`config.mk`:
```
export PLATFORM = sky130hd
export DESIGN_NAME = poly_sequencer
export DESIGN_NICKNAME = d
export VERILOG_FILES = /design/src/rtl/poly_pkg.sv /design/src/rtl/poly_sequencer_edge_sync.sv /design/src/rtl/poly_sequencer.sv
export SDC_FILE = /design/constraint.sdc
export NUM_CORES = 1
export LEC_CHECK = 0
export CORE_AREA = 3 3 40 42
export DETAILED_ROUTE_END_ITERATION = 6
export DIE_AREA = 0 0 43 45
export PLACE_DENSITY_LB_ADDON = 0.2
export SLEW_MARGIN = 10
export SYNTH_ARGS = -nofsm -noshare
export SYNTH_HDL_FRONTEND = slang
export SYNTH_HIERARCHICAL = 1
export SYNTH_SLANG_ARGS = --single-unit
```
`constraint.sdc`:
```
create_clock -name clk -period 1.5 [get_ports clk]
set_input_delay 0.15 -clock clk [delete_from_list [all_inputs] [get_ports clk]]
set_output_delay 0.15 -clock clk [all_outputs]
set_load 0.05 [all_outputs]
```
`src/rtl/poly_pkg.sv`:
```
// Shared encodings for the polynomial sequencer and its datapath:
// FSM states, ALU opcodes and ALU operand-mux selects.
package poly_pkg;

    typedef enum logic [3:0] {
        S_LOAD_A = 4'd0,
        S_LOAD_B = 4'd1,
        S_LOAD_C = 4'd2,
        S_LOAD_X = 4'd3,
        S_H0     = 4'd4,
        S_H1     = 4'd5,
        S_H2     = 4'd6,
        S_H3     = 4'd7,
        S_DONE   = 4'd8
    } state_t;

    localparam logic ALU_ADD = 1'b0;
    localparam logic ALU_MUL = 1'b1;

    localparam logic [1:0] SEL_A = 2'd0;
    localparam logic [1:0] SEL_B = 2'd1;
    localparam logic [1:0] SEL_C = 2'd2;
    localparam logic [1:0] SEL_X = 2'd3;

endpackage

```
`src/rtl/poly_sequencer_edge_sync.sv`:
```
// Synchroniser for an asynchronous button input followed by a rising-edge
// detector; produces one clk-wide pulse per press however long it is held.
module edge_sync #(
    parameter int SYNC_STAGES = 2
) (
    input  logic clk,
    input  logic resetn,
    input  logic d,
    output logic rise
);

    logic [SYNC_STAGES-1:0] sync_q;
    logic                   hist;

    always_ff @(posedge clk or negedge resetn) begin
        if (!resetn) begin
            sync_q <= '0;
            hist   <= 1'b0;
        end else begin
            sync_q <= {sync_q[SYNC_STAGES-2:0], d};
            hist   <= sync_q[SYNC_STAGES-1];
        end
    end

    assign rise = sync_q[SYNC_STAGES-1] & ~hist;

endmodule

```
`src/rtl/poly_sequencer.sv`:
```
// Control FSM computing r = A*x^2 + B*x + C on the shared-ALU datapath via
// Horner's method, with edge-qualified operand capture, abort and status.
module poly_sequencer
    import poly_pkg::*;
#(
    parameter int SYNC_STAGES = 2
) (
    input  logic       clk,
    input  logic       resetn,
    input  logic       go,
    input  logic       abort,
    output logic       ld_a,
    output logic       ld_b,
    output logic       ld_c,
    output logic       ld_x,
    output logic       ld_r,
    output logic       ld_alu_out,
    output logic [1:0] alu_select_a,
    output logic [1:0] alu_select_b,
    output logic       alu_op,
    output logic [1:0] operand_idx,
    output logic       busy,
    output logic       done
);

    state_t state, next_state;
    logic   go_rise;
    logic   la, lb, lc, lx, lr;

    edge_sync #(.SYNC_STAGES(SYNC_STAGES)) u_go_sync (
        .clk    (clk),
        .resetn (resetn),
        .d      (go),
        .rise   (go_rise)
    );

    always_ff @(posedge clk or negedge resetn) begin
        if (!resetn) state <= S_LOAD_A;
        else         state <= next_state;
    end

    always_comb begin
        next_state   = state;
        la           = 1'b0;
        lb           = 1'b0;
        lc           = 1'b0;
        lx           = 1'b0;
        lr           = 1'b0;
        ld_alu_out   = 1'b0;
        alu_select_a = SEL_A;
        alu_select_b = SEL_A;
        alu_op       = ALU_ADD;
        operand_idx  = 2'd0;
        busy         = 1'b0;
        done         = 1'b0;
        case (state)
            S_LOAD_A: begin
                la = go_rise;
                if (go_rise) next_state = S_LOAD_B;
            end
            S_LOAD_B: begin
                operand_idx = 2'd1;
                lb          = go_rise;
                if (go_rise) next_state = S_LOAD_C;
            end
            S_LOAD_C: begin
                operand_idx = 2'd2;
                lc          = go_rise;
                if (go_rise) next_state = S_LOAD_X;
            end
            S_LOAD_X: begin
                operand_idx = 2'd3;
                lx          = go_rise;
                if (go_rise) next_state = S_H0;
            end
            S_H0, S_H2: begin
                busy         = 1'b1;
                ld_alu_out   = 1'b1;
                alu_select_b = SEL_X;
                alu_op       = ALU_MUL;
                la           = 1'b1;
                next_state   = (state == S_H0) ? S_H1 : S_H3;
            end
            S_H1: begin
                busy         = 1'b1;
                ld_alu_out   = 1'b1;
                alu_select_b = SEL_B;
                la           = 1'b1;
                next_state   = S_H2;
            end
            S_H3: begin
                busy         = 1'b1;
                ld_alu_out   = 1'b1;
                alu_select_b = SEL_C;
                lr           = 1'b1;
                next_state   = S_DONE;
            end
            S_DONE: begin
                done = 1'b1;
                if (go_rise) next_state = S_LOAD_A;
            end
            default: next_state = S_LOAD_A;
        endcase
        // Abort wins over everything: suppress every register write this cycle.
        if (abort) begin
            next_state = S_LOAD_A;
            la         = 1'b0;
            lb         = 1'b0;
            lc         = 1'b0;
            lx         = 1'b0;
            lr         = 1'b0;
        end
    end

    assign ld_a = la;
    assign ld_b = lb;
    assign ld_c = lc;
    assign ld_x = lx;
    assign ld_r = lr;

endmodule

```
==> impl_metrics.tcl, run 1 <==
set metrics [dict create \
    ys_warn_count 6 \
    yosys.cell_types.count 23 \
    violations "negative setup slack" \
    io_buffers 16 \
    synth_ff_type "dfrtp_1" \
    fp.dieW_um 43 \
    ctsHoldBuffers 0 \
    fin_cells 86 \
    fin_nets 76 \
    crit_type "register to output pin" \
    synth_compound_area_frac 0.09254 \
    path_common_cell "nor2b_4" \
    crit_arrival_ns 1.41 \
    cap_viol_max_count 0 \
    clock_path_buffers 2 \
    critical_path_buf_inv_count 1 \
    gp_congestion 0.8141 \
    synth-xor-area-share 0.02090 \
    power.density_nw_per_um2 554.2 \
    setup_violations 5 \
    cts_made_buffers 3 \
    synth_seq_cells 7 \
    reg2reg_to "state[0]" \
    place_inst 78 \
    num_antenna_cells 0 \
    grt_max_degree 8 \
    area_growth_pct 114.6 \
    seq_area_frac_synth 0.4179 \
    cpLargestDelayFamily "simple AND/OR/NAND/NOR gates" \
    grt_pass1_wl_um 1794 \
    path_cells "nor2b_4 > nor2b_4 > nand2_4 > nor3b_4 > buf_12" \
    r2r_cells 3 \
    cts_tree "yes" \
    syn_area_um2 419.2 \
    drt-pass1-iter-count 2 \
    period_share 1.043 \
    synth_edf_count 0 \
    drtIter0Drc 7 \
    ir_worst_vdd_v 0.0004536 \
    leakage_nw 0.3960 \
    period_needed_ns 1.564 \
    synth_top_family_by_area "simple AND/OR/NAND/NOR gates" \
    min_path_type "input pin to async pin" \
    async_reset_ff_frac 1.000 \
    hold_viol 0 \
    start_util 0.3262 \
    synth_mux_area_frac 0.02388 \
    core_area_um2 1285 \
    drc 0 \
    synth_simple_gate_area_frac 0.3194 \
    ioPinCount 19 \
    drive_above_1_share 0.6761 \
    crit_slowest_cell "dfrtp_1" \
    regToRegSetupSlack_ns 0.20 \
    clkSlewWorstSetupHoldPaths_ns 0.05 \
    grt_pass1_vias 429 \
    vias 394 \
    fmax_ghz 0.6394 \
    drt_wl_total_um 1059 \
    antenna_found_initial 0 \
    vias_per_cell 4.581 \
    syn_area_per_cell_um2 9.526 \
    fillers 96 \
    grt.overflow.total 0 \
    worstPathMaxFanout 3 \
    dp_hpwl_um 749.7 \
    worst_clock_skew_ns 0.003960 \
    worstSkewPairLatency_ns 0.24 \
    r2r_start "state[2]" \
    fin_setup_tns_ns -0.2305 \
    antenna_left 0 \
    rsz0062_at_grt "yes" \
    status "finished, violations left" \
    netlist_instances 44 \
    die_h_um 45 \
    wl_per_cell_um 12.31 \
    final_util 0.7001 \
    die-area_um2 1935 \
    slew_viol_final 0 \
    startpoint_type "register" \
    rows 13 \
    grt_usage 0.1272 \
    end_kind "output pin" \
    cts-htree-levels 1 \
    setup_ws_ns -0.06393 \
    crit_required_ns 1.35 \
    cts-root-buf "clkbuf_4" \
    synth_fa_ha_area_frac 0 \
    slowest_delay_ns 0.35 \
    cts.sinks 7 \
]
logic make-up after synthesis:
group,after synthesis
other,1
buffers and inverters,7
muxes,1
DFF,7
and+or+nand+nor,21
AOI/OAI and AO/OA,6
xor gates and xnor gates,1
routing by layer:
metal,global-route usage,up-vias,share of wire
met2,0.2186,13,0.53
met5,0,-,0
li1,-,198,-
met1,0.1347,181,0.41
met3,0.03984,2,0.045
met4,0.08434,0,0.013
layout make-up:
class | count | area (um2) | share of cell area
well taps | 15 | 18.77 | 0.02086
repair buffers | 27 | 380.4 | 0.4228
multi-input cells | 31 | 287.8 | 0.3199
flip-flops and latches | 7 | 178.9 | 0.1989
inverters | 2 | 7.507 | 0.008345
clock buffers | 4 | 26.28 | 0.02921
state kept, by name (all words and copies together) (netlist names):
name	count
u_go_sync/sync_q	2
state	4
u_go_sync/hist	1
worst max path at each step:
stage	startpoint	end	cells past startpoint
finish	u_go_sync/sync_q[1]	ld_b	5
global route	u_go_sync/hist	ld_b	5
CTS	u_go_sync/hist	ld_b	5
detailed placement	abort	ld_b	5
global placement	abort	ld_b	5
floorplan	u_go_sync/hist	ld_b	4
cells in the final DEF (no fill, tap or decap), drive strengths merged:
master,instances
or3,1
nor3,5
buf,24
clkdlybuf4s50,3
and3,1
clkbuf,4
xnor2,1
mux2i,1
o21ai,2
conb,2
nand2b,2
a21o,1
nor3b,2
nor2b,3
nand2,2
nor2,4
inv,2
nor4b,1
dfrtp,7
a21boi,1
a21oi,2
report_power, final:
| group | internal (W) | leakage (nW) | switching, W | total, W |
|---|---|---|---|---|
| Clock | 0.000101 | 0.0150 | 0.0000602 | 0.000161 |
| Sequential | 0.000197 | 0.0852 | 0.00000777 | 0.000205 |
| Combinational | 0.0000653 | 0.296 | 0.0000672 | 0.000133 |
what timing repair did:
action / in CTS / in global routing
setup buffers: 4 / 0
pin swaps: 4 / 1
setup endpoints to repair: 7 / 13
hold endpoints to repair: 0 / 0
resized for setup: 12 / 6
cell usage after synthesis, types with 2 or more instances:
master    instances  area, um2
dfrtp_1           7      175.2
buf_4             4      30.03
nor2_1            4      15.01
nor3_1            4      20.02
a21oi_1           2      10.01
inv_1             2      7.510
nand2_1           2      7.510
nand2b_1          2      12.51
nor2b_1           2      12.51
nor3b_1           2      15.01
metrics by stage:
step                      total power (W)  setup WS, ns  area, um2  hold WS, ns
after floorplan                 0.0002716       -0.1286      462.9      -0.1456
after global placement          0.0003184        0.1036      783.3       0.3355
after detailed placement        0.0003190       0.05827      783.3       0.3379
after CTS                       0.0005046      -0.07603      875.8       0.1495
after global routing            0.0005334       -0.1262      899.6       0.1506
final                           0.0004985      -0.06393      899.6       0.1503
(Power assumes the default switching activity.)
==> inputs of run 2 (changes only) <==
CORE_AREA = 5 5 42 44   (was 3 3 40 42)
DIE_AREA = 0 0 47 49   (was 0 0 43 45)
SLEW_MARGIN = default   (was 10)
==> run 2 against run 1 <==
The run still ends with negative setup slack left; clock skew grew 0.0018 ns; critical path type unchanged; count of clock-buffer cells in the layout is the same; combinational power shrank 5%; highest routed layer unchanged; clock power grew 8%; largest power group unchanged; final cell count grew 7.0%; sequential share of layout area shrank 0.48 points; critical path depth is the same; sequential power is essentially flat.
==> impl_metrics.tcl, run 2 (synthesis gave the netlist of run 1 again) <==
set metrics [dict create \
    die-area_um2 2303 \
    clock_path_buffers 2 \
    startpoint_type "register" \
    start_util 0.2991 \
    worstPathMaxFanout 3 \
    mostFrequentLayoutCell "buf_4" \
    slowest_delay_ns 0.40 \
    hold_viol 0 \
    setup_ws_ns -0.06746 \
    rows 14 \
    setup_violations 4 \
    core_area_um2 1401 \
    min_path_type "input pin to async pin" \
    r2r_start "state[1]" \
    drt_wl_total_um 1236 \
    fmax_ghz 0.6380 \
    cts-root-buf "clkbuf_4" \
    num_antenna_cells 0 \
    cts-htree-levels 1 \
    final_util 0.6625 \
    final_cell_mix "buf_4 (16), buf_12 (13), dfrtp_2 (4)" \
    r2r_cells 4 \
    fin_setup_tns_ns -0.1651 \
    postPlaceCellArea_um2 784.5 \
    end_kind "output pin" \
    status "finished, violations left" \
    crit_type "register to output pin" \
    worst_clock_skew_ns 0.005806 \
    vias_per_cell 4.685 \
    period_share 1.045 \
    antenna_found_initial 0 \
    slew_viol_final 0 \
    io_buffers 16 \
    reg_top3 "state x4, u_go_sync/sync_q x2, u_go_sync/hist x1" \
    violations "negative setup slack" \
    dp_hpwl_um 830.2 \
    seqCellArea_um2 180.2 \
    ir_worst_vdd_v 0.0004577 \
    worstSkewPairLatency_ns 0.25 \
    grt_usage 0.1252 \
    grt.overflow.total 0 \
    path_common_cell "nor2b_4" \
    drc 0 \
    leakage_nw 0.4255 \
    antenna_left 0 \
    die_h_um 49 \
    grt_pass1_wl_um 2063 \
    regToRegSetupSlack_ns 0.22 \
    fp.dieW_um 47 \
    ioPinCount 19 \
    drive_above_1_share 0.6974 \
    cts_made_buffers 3 \
    period_needed_ns 1.567 \
    path_cells "nor2b_4 > nor2b_4 > nand2_4 > nor3b_4 > buf_12" \
    crit_arrival_ns 1.42 \
    drt-pass1-iter-count 4 \
    gp_congestion 0.7706 \
    drtIter0Drc 3 \
    largest_register_ff_count 4 \
    crit_required_ns 1.35 \
    design_area_um2 928.4 \
    grt_pass1_vias 429 \
    power.density_nw_per_um2 546.7 \
    reg2reg_to "state[3]" \
    rsz0062_at_grt "yes" \
    place_inst 79 \
    fin_nets 81 \
    multiInputGateArea_um2 284.0 \
    largest_register "state" \
    area_growth_pct 121.5 \
    vias 431 \
    clkSlewWorstSetupHoldPaths_ns 0.05 \
    cts_tree "yes" \
    fin_cells 92 \
    dp_slack_ns 0.02616 \
    crit_slowest_cell "dfrtp_1" \
    cts.sinks 7 \
    cap_viol_max_count 0 \
    fillers 118 \
    grt_max_degree 10 \
    wl_per_cell_um 13.43 \
    ctsHoldBuffers 0 \
]
## run 2: power by group
group	total, W	switching (W)	internal [W]
combinational	0.000127	0.0000660	0.0000609
sequential	0.000207	0.0000102	0.000197
clock	0.000174	0.0000720	0.000102
## run 2: timing repair
item / 4_1_cts / 5_1_grt
pin swaps: 5 / 2
gates resized for setup: 15 / 2
buffers inserted: 5 / 4
endpoints found under the setup margin: 7 / 7
## run 2: worst max path at each step
| stage | start | to | slack [ns] | depth (start not counted) |
|---|---|---|---|---|
| 6_report | u_go_sync/hist | ld_b | -0.07 | 5 |
| 5_1_grt | u_go_sync/hist | ld_b | -0.15 | 5 |
| 4_1_cts | u_go_sync/hist | ld_b | -0.08 | 5 |
| 3_5_place_dp | abort | ld_b | 0.03 | 5 |
| 3_3_place_gp | abort | ld_b | 0.10 | 5 |
| 2_1_floorplan | u_go_sync/hist | ld_b | -0.13 | 4 |
## run 2: worst max-delay path: cells and delay by family, from the launching register on
family        cells  cell delay (ns)
simple gates      4             0.62
buf+inv           1             0.16
flops             1             0.40
## run 2: layer usage
| layer | global-route usage | part of all wire |
|---|---|---|
| met1 | 0.1497 | 0.38 |
| met5 | 0 | 0 |
| met2 | 0.1923 | 0.53 |
| met3 | 0.04797 | 0.061 |
| met4 | 0.05530 | 0.023 |
## run 2: per-stage QoR
| stage | total power [W] | hold slack (ns) |
|---|---|---|
| 2_1_floorplan | 0.0002716 | -0.1456 |
| 3_3_place_gp | 0.0003178 | 0.3356 |
| 3_5_place_dp | 0.0003182 | 0.3389 |
| 4_1_cts | 0.0005051 | 0.1575 |
| 5_1_grt | 0.0005339 | 0.1606 |
| 6_report | 0.0005076 | 0.1555 |
## run 2: cell type report
| type | instances | share of cell area |
|---|---|---|
| repair buffers | 32 | 0.4420 |
| multi-input cells | 31 | 0.3059 |
| flip-flops and latches | 7 | 0.1941 |
| clock buffers | 4 | 0.02830 |
| well taps | 16 | 0.02156 |
| inverters | 2 | 0.008086 |
